==> config.mk <==
export PLATFORM = sky130hd
export DESIGN_NAME = control_unit
export DESIGN_NICKNAME = d
export VERILOG_FILES = /design/src/rtl/control_unit.sv
export SDC_FILE = /design/constraint.sdc
export NUM_CORES = 1
export LEC_CHECK = 0
export ABC_CLOCK_PERIOD_IN_PS = 1300
export BUFFER_PORTS_ARGS = -buffer_cell sky130_fd_sc_hd__buf_2
export CORE_UTILIZATION = 28
export CTS_CLUSTER_DIAMETER = 150
export DETAILED_ROUTE_END_ITERATION = 10
export GPL_ROUTABILITY_DRIVEN = 0
export HOLD_SLACK_MARGIN = 0.08
export PLACE_DENSITY = 0.74
export SYNTH_ARGS = -nofsm -noshare
export SYNTH_HDL_FRONTEND = slang
export SYNTH_SLANG_ARGS = --single-unit
==> constraint.sdc <==
create_clock -name clk -period 1.3 [get_ports clk]
set_input_delay 0.26 -clock clk [delete_from_list [all_inputs] [get_ports clk]]
set_output_delay 0.26 -clock clk [all_outputs]
set_load 0.02 [all_outputs]
==> src/rtl/control_unit.sv <==
// Dual-lane RV32 decoder: per-lane ALU/branch controls plus a mode-dependent shared ALU fine-control word.
// Latency: decode outputs are combinational (zero cycles); IllegalSeen is a sticky flag set on clk.
// Backpressure: none; outputs always track the inputs.
module control_unit (
  input  logic       clk,
  input  logic       rst,
  input  logic [6:0] opcodeA,
  input  logic [6:0] opcodeB,
  input  logic [2:0] funct3A,
  input  logic [2:0] funct3B,
  input  logic [6:0] funct7A,
  input  logic [6:0] funct7B,
  input  logic       mode,
  output logic [2:0] ALUOpA,
  output logic [2:0] ALUOpB,
  output logic [5:0] ALUCtrl,
  output logic       ALUSrcA,
  output logic       ALUSrcB,
  output logic       MemWriteA,
  output logic       MemWriteB,
  output logic       BranchA,
  output logic       BranchB,
  output logic [2:0] BranchTypeA,
  output logic [2:0] BranchTypeB,
  output logic       IllegalSeen
);

  localparam logic [6:0] OP_RTYPE  = 7'b0110011;
  localparam logic [6:0] OP_ITYPE  = 7'b0010011;
  localparam logic [6:0] OP_LOAD   = 7'b0000011;
  localparam logic [6:0] OP_STORE  = 7'b0100011;
  localparam logic [6:0] OP_JALR   = 7'b1100111;
  localparam logic [6:0] OP_BRANCH = 7'b1100011;

  typedef struct packed {
    logic [2:0] aluop;
    logic       alusrc;
    logic       memwrite;
    logic       branch;
    logic [2:0] btype;
    logic [1:0] shf;      // {right, arith}
    logic       illegal;
  } dec_t;

  function automatic logic [2:0] alu_class(input logic [2:0] f3);
    logic [2:0] c;
    case (f3)
      3'b000:  c = 3'b000;
      3'b111:  c = 3'b001;
      3'b110:  c = 3'b010;
      3'b100:  c = 3'b011;
      3'b001:  c = 3'b100;
      3'b101:  c = 3'b100;
      3'b010:  c = 3'b101;
      default: c = 3'b110;
    endcase
    return c;
  endfunction

  function automatic dec_t decode(input logic [6:0] op, input logic [2:0] f3, input logic f7b5);
    dec_t d;
    d = '0;
    case (op)
      OP_RTYPE: begin
        d.aluop    = alu_class(f3);
        d.memwrite = 1'b1;
        case (f3)
          3'b101:  d.shf = {1'b1, f7b5};
          3'b000:  d.shf = {1'b0, f7b5};
          default: d.shf = 2'b00;
        endcase
      end
      OP_ITYPE: begin
        // ADDI has no subtract form; only SRAI/SRLI look at funct7.
        d.aluop    = alu_class(f3);
        d.alusrc   = 1'b1;
        d.memwrite = 1'b1;
        d.shf      = (f3 == 3'b101) ? {1'b1, f7b5} : 2'b00;
      end
      OP_LOAD, OP_JALR: begin
        d.alusrc   = 1'b1;
        d.memwrite = 1'b1;
      end
      OP_STORE: begin
        d.alusrc = 1'b1;
      end
      OP_BRANCH: begin
        d.branch = 1'b1;
        case (f3)
          3'b000:  d.btype = 3'b000;
          3'b001:  d.btype = 3'b001;
          3'b100:  d.btype = 3'b010;
          3'b101:  d.btype = 3'b011;
          3'b110:  d.btype = 3'b100;
          3'b111:  d.btype = 3'b101;
          default: begin
            d.branch  = 1'b0;
            d.illegal = 1'b1;
          end
        endcase
      end
      default: begin
        d.aluop   = 3'b111;
        d.illegal = 1'b1;
      end
    endcase
    return d;
  endfunction

  dec_t dec_a;
  dec_t dec_b;
  logic unused_f7;

  assign unused_f7 = ^{funct7A[6], funct7A[4:0], funct7B[6], funct7B[4:0]};

  always_comb begin
    dec_a = decode(opcodeA, funct3A, funct7A[5]);
    dec_b = decode(opcodeB, funct3B, funct7B[5]);
  end

  assign ALUOpA      = dec_a.aluop;
  assign ALUOpB      = dec_b.aluop;
  assign ALUSrcA     = dec_a.alusrc;
  assign ALUSrcB     = dec_b.alusrc;
  assign MemWriteA   = dec_a.memwrite;
  assign MemWriteB   = dec_b.memwrite;
  assign BranchA     = dec_a.branch;
  assign BranchB     = dec_b.branch;
  assign BranchTypeA = dec_a.btype;
  assign BranchTypeB = dec_b.btype;

  // Unified mode places lane A's field at the top; split mode packs both lanes at the bottom.
  assign ALUCtrl = mode ? {dec_a.shf, 4'b0000} : {2'b00, dec_b.shf, dec_a.shf};

  always_ff @(posedge clk or posedge rst) begin
    if (rst) begin
      IllegalSeen <= 1'b0;
    end else if (dec_a.illegal || dec_b.illegal) begin
      IllegalSeen <= 1'b1;
    end
  end

endmodule

==> qor.txt <==
post-synth top area cell -> nor3b_1
WP buf/inv -> 3
synthesized flop and latch total -> 1
Synth Instances -> 79
Max Transition Viols Final -> 0
Filler Cells Inserted -> 56
first-pass GRT wire length -> 4860 um
Routed wire per std cell -> 20.4 um
origin of the worst setup path -> opcodeA[3]
final wirelength -> 3510 um
Max-Cap Viols -> 0
final setup fails -> 25
final hold vios -> 0
num ports -> 62
share of the synthesized area in the top cell type -> 10.6%
CP Launch Type -> input port
post-synth cell types -> 28
number of global-route vias before repair -> 986
Worst setup EP type -> output pin
cts hold-fix bufs -> 0
Core Box Area -> 1580 um2
Initial Util -> 31.4%
R2R Path Start -> IllegalSeen
commonest non-fill, non-tap cell in the layout -> buf_4
Detailed Route Iter0 Violations -> 32
minimum clock period -> 1.74 ns
Worst path top cell family by delay -> simple AND/OR/NAND/NOR gates
Global Route met2 Usage -> 60.9%
Crit Path Max Fanout -> 4
critical path's slowest cell -> or3_4
Pre-antenna DRT Iters -> 7
largest net degree at the start of global routing -> 8
Max Fclk -> 0.575 GHz
Worst Reg-to-Reg Cells -> 2
Post-synth EDFFs -> 0
Worst Path Arrival -> 1.48 ns
Via-to-Cell Ratio -> 5.89
die area -> 1940 um2
number of flip-flops under the largest register name -> 1
RSZ-0062 raised after global routing -> true
violated checks -> design-rule violations, negative setup slack
synth top area cells -> nor3b_1, a21oi_1, o21ai_0, nor4_1, nand3b_1
ratio of cells with drive above 1 in the final layout -> 76.3%
Leakage -> 0.636 nW
Worst-Margin Slew -> 0.385 ns
Tightest Hold Check Type -> in2async
most frequent cells in the layout -> buf_4, buf_6, buf_2, inv_1, a21oi_1
CP max stage delay -> 0.38 ns
syn_nets -> 116
critical path type -> in2out
Most Crowded Layer GR -> met2
Overflow after GRT -> 0
Main synth FF type -> dfrtp_1
drc violations -> 4
Seq/Total Area, Yosys -> 5.05%
ys async rst share -> 100%
GR Util met1 -> 36.9%
worst reg2reg endpoint -> IllegalSeen
worst skew pair latency -> 0 ns
mapped cell area -> 495 um2
final setup margin -> -0.439 ns
outcome -> complete, but fails checks
ANT cells -> 0
Max-slew headroom -> 74.1%
power per cell area -> 245 nW/um2
die width -> 44.1 um
final net count -> 195
Area Overhead vs Synth -> 196%
yosys warns -> 0
remaining antenna violation count after routing -> 0
PortBufs -> 49
worst-case clock skew -> 0 ns
Hold WS -> 0.114 ns
Syn Area/Cell -> 6.27 um2
post-route cell area -> 1470 um2
Area after DPL -> 1200 um2
CP dominant cell by count -> buf_6
die height -> 44.1 um
worst-path cell chain -> buf_6, nand3b_1, buf_6, or3_4, nor3b_4, buf_6
hpwl dp -> 1740 um
Final Cycle Share -> 134%
Core Rows -> 14
GRT Util Overall -> 33.2%
met3 Use GR -> 4.90%
via count -> 1,013
initial antenna violation count -> 0
Top reg by flops -> IllegalSeen
Peak VDD IR -> 0.000220 V
largest registers -> IllegalSeen: 1 flops
clock-pin slew on the worst setup and hold paths -> 0 ns
R2R Setup Slk -> 0.26 ns
critical path required time -> 1.04 ns
==> cell usage after synthesis (all sizes together) (2+ instances only) <==
| library cell | n |
|---|---|
| a21o | 4 |
| inv | 7 |
| nor4 | 5 |
| nand3b | 4 |
| nor2 | 4 |
| or3 | 4 |
| o21ai | 8 |
| xnor2 | 2 |
| a21oi | 9 |
| nor2b | 2 |
| nor3b | 7 |
| and2 | 2 |
| mux2i | 2 |
| nand2 | 3 |
| clkbuf | 5 |
| nand4 | 2 |
| or2 | 2 |
==> cells by family after synthesis <==
family | after synthesis | synth area share [%]
AOI/OAI and AO/OA | 23 | 27.0
xor gates and xnor gates | 2 | 3.54
buffers and inverters | 13 | 10.4
DFF | 1 | 5.05
muxes | 3 | 6.31
and+or+nand+nor | 37 | 47.7
==> layer usage <==
| layer | vias to the layer above | wire, um | part of all wire, % |
|---|---|---|---|
| li1 | 446 | - | - |
| met1 | 477 | 1290 | 37 |
| met2 | 68 | 1770 | 50 |
| met3 | 22 | 251 | 7.2 |
| met4 | 0 | 197 | 5.6 |
| met5 | - | 0 | 0 |
==> worst max-delay path by stage <==
stage | slack, ns | depth (start not counted) | endpoint
3_5_place_dp | -0.56 | 6 | ALUCtrl[0]
3_3_place_gp | -0.55 | 6 | ALUCtrl[0]
5_1_grt | -0.48 | 6 | BranchTypeA[0]
4_1_cts | -0.44 | 6 | ALUOpB[1]
6_report | -0.44 | 6 | BranchTypeA[0]
2_1_floorplan | -0.38 | 4 | ALUCtrl[0]
==> through the flow <==
step | power (mW) | utilization (%) | setup WS (ns) | TNS, ns | std cells
finish | 0.360 | 93.2 | -0.439 | -8.45 | 172
CTS | 0.321 | 89.3 | -0.438 | -8.01 | 170
global route | 0.375 | 93.2 | -0.477 | -9.18 | 172
global placement | 0.284 | 76.3 | -0.546 | -8.77 | 167
floorplan | 0.163 | - | -0.381 | -4.25 | 79
detailed placement | 0.293 | 76.3 | -0.556 | -9.17 | 167
==> final cells by class <==
| type | instances | area (um2) | share of cell area, % |
|---|---|---|---|
| timing repair buffer | 83 | 691 | 47.0 |
| multi-input combinational | 65 | 707 | 48.1 |
| tap | 16 | 20.0 | 1.36 |
| sequential | 1 | 25.0 | 1.70 |
| inverter | 7 | 26.3 | 1.79 |
==> power breakdown <==
group	total (mW)	switching, mW	leakage (nW)	internal (mW)
sequential	0.0317	0	0.00875	0.0317
combinational	0.328	0.167	0.627	0.161
clock	0	0	0	0
==> worst register-to-register path: stages (launching register included) <==
cell,delay [ns]
dfrtp_1,0.38
a211oi_1,0.28
o2111ai_2,0.21
==> timing repair <==
action                     in CTS  in global routing
pin swaps                      16                  5
resized for setup              52                 12
setup buffers                   4                  3
setup endpoints to repair      25                 25
No activity file was read; power rests on OpenSTA's default activity.
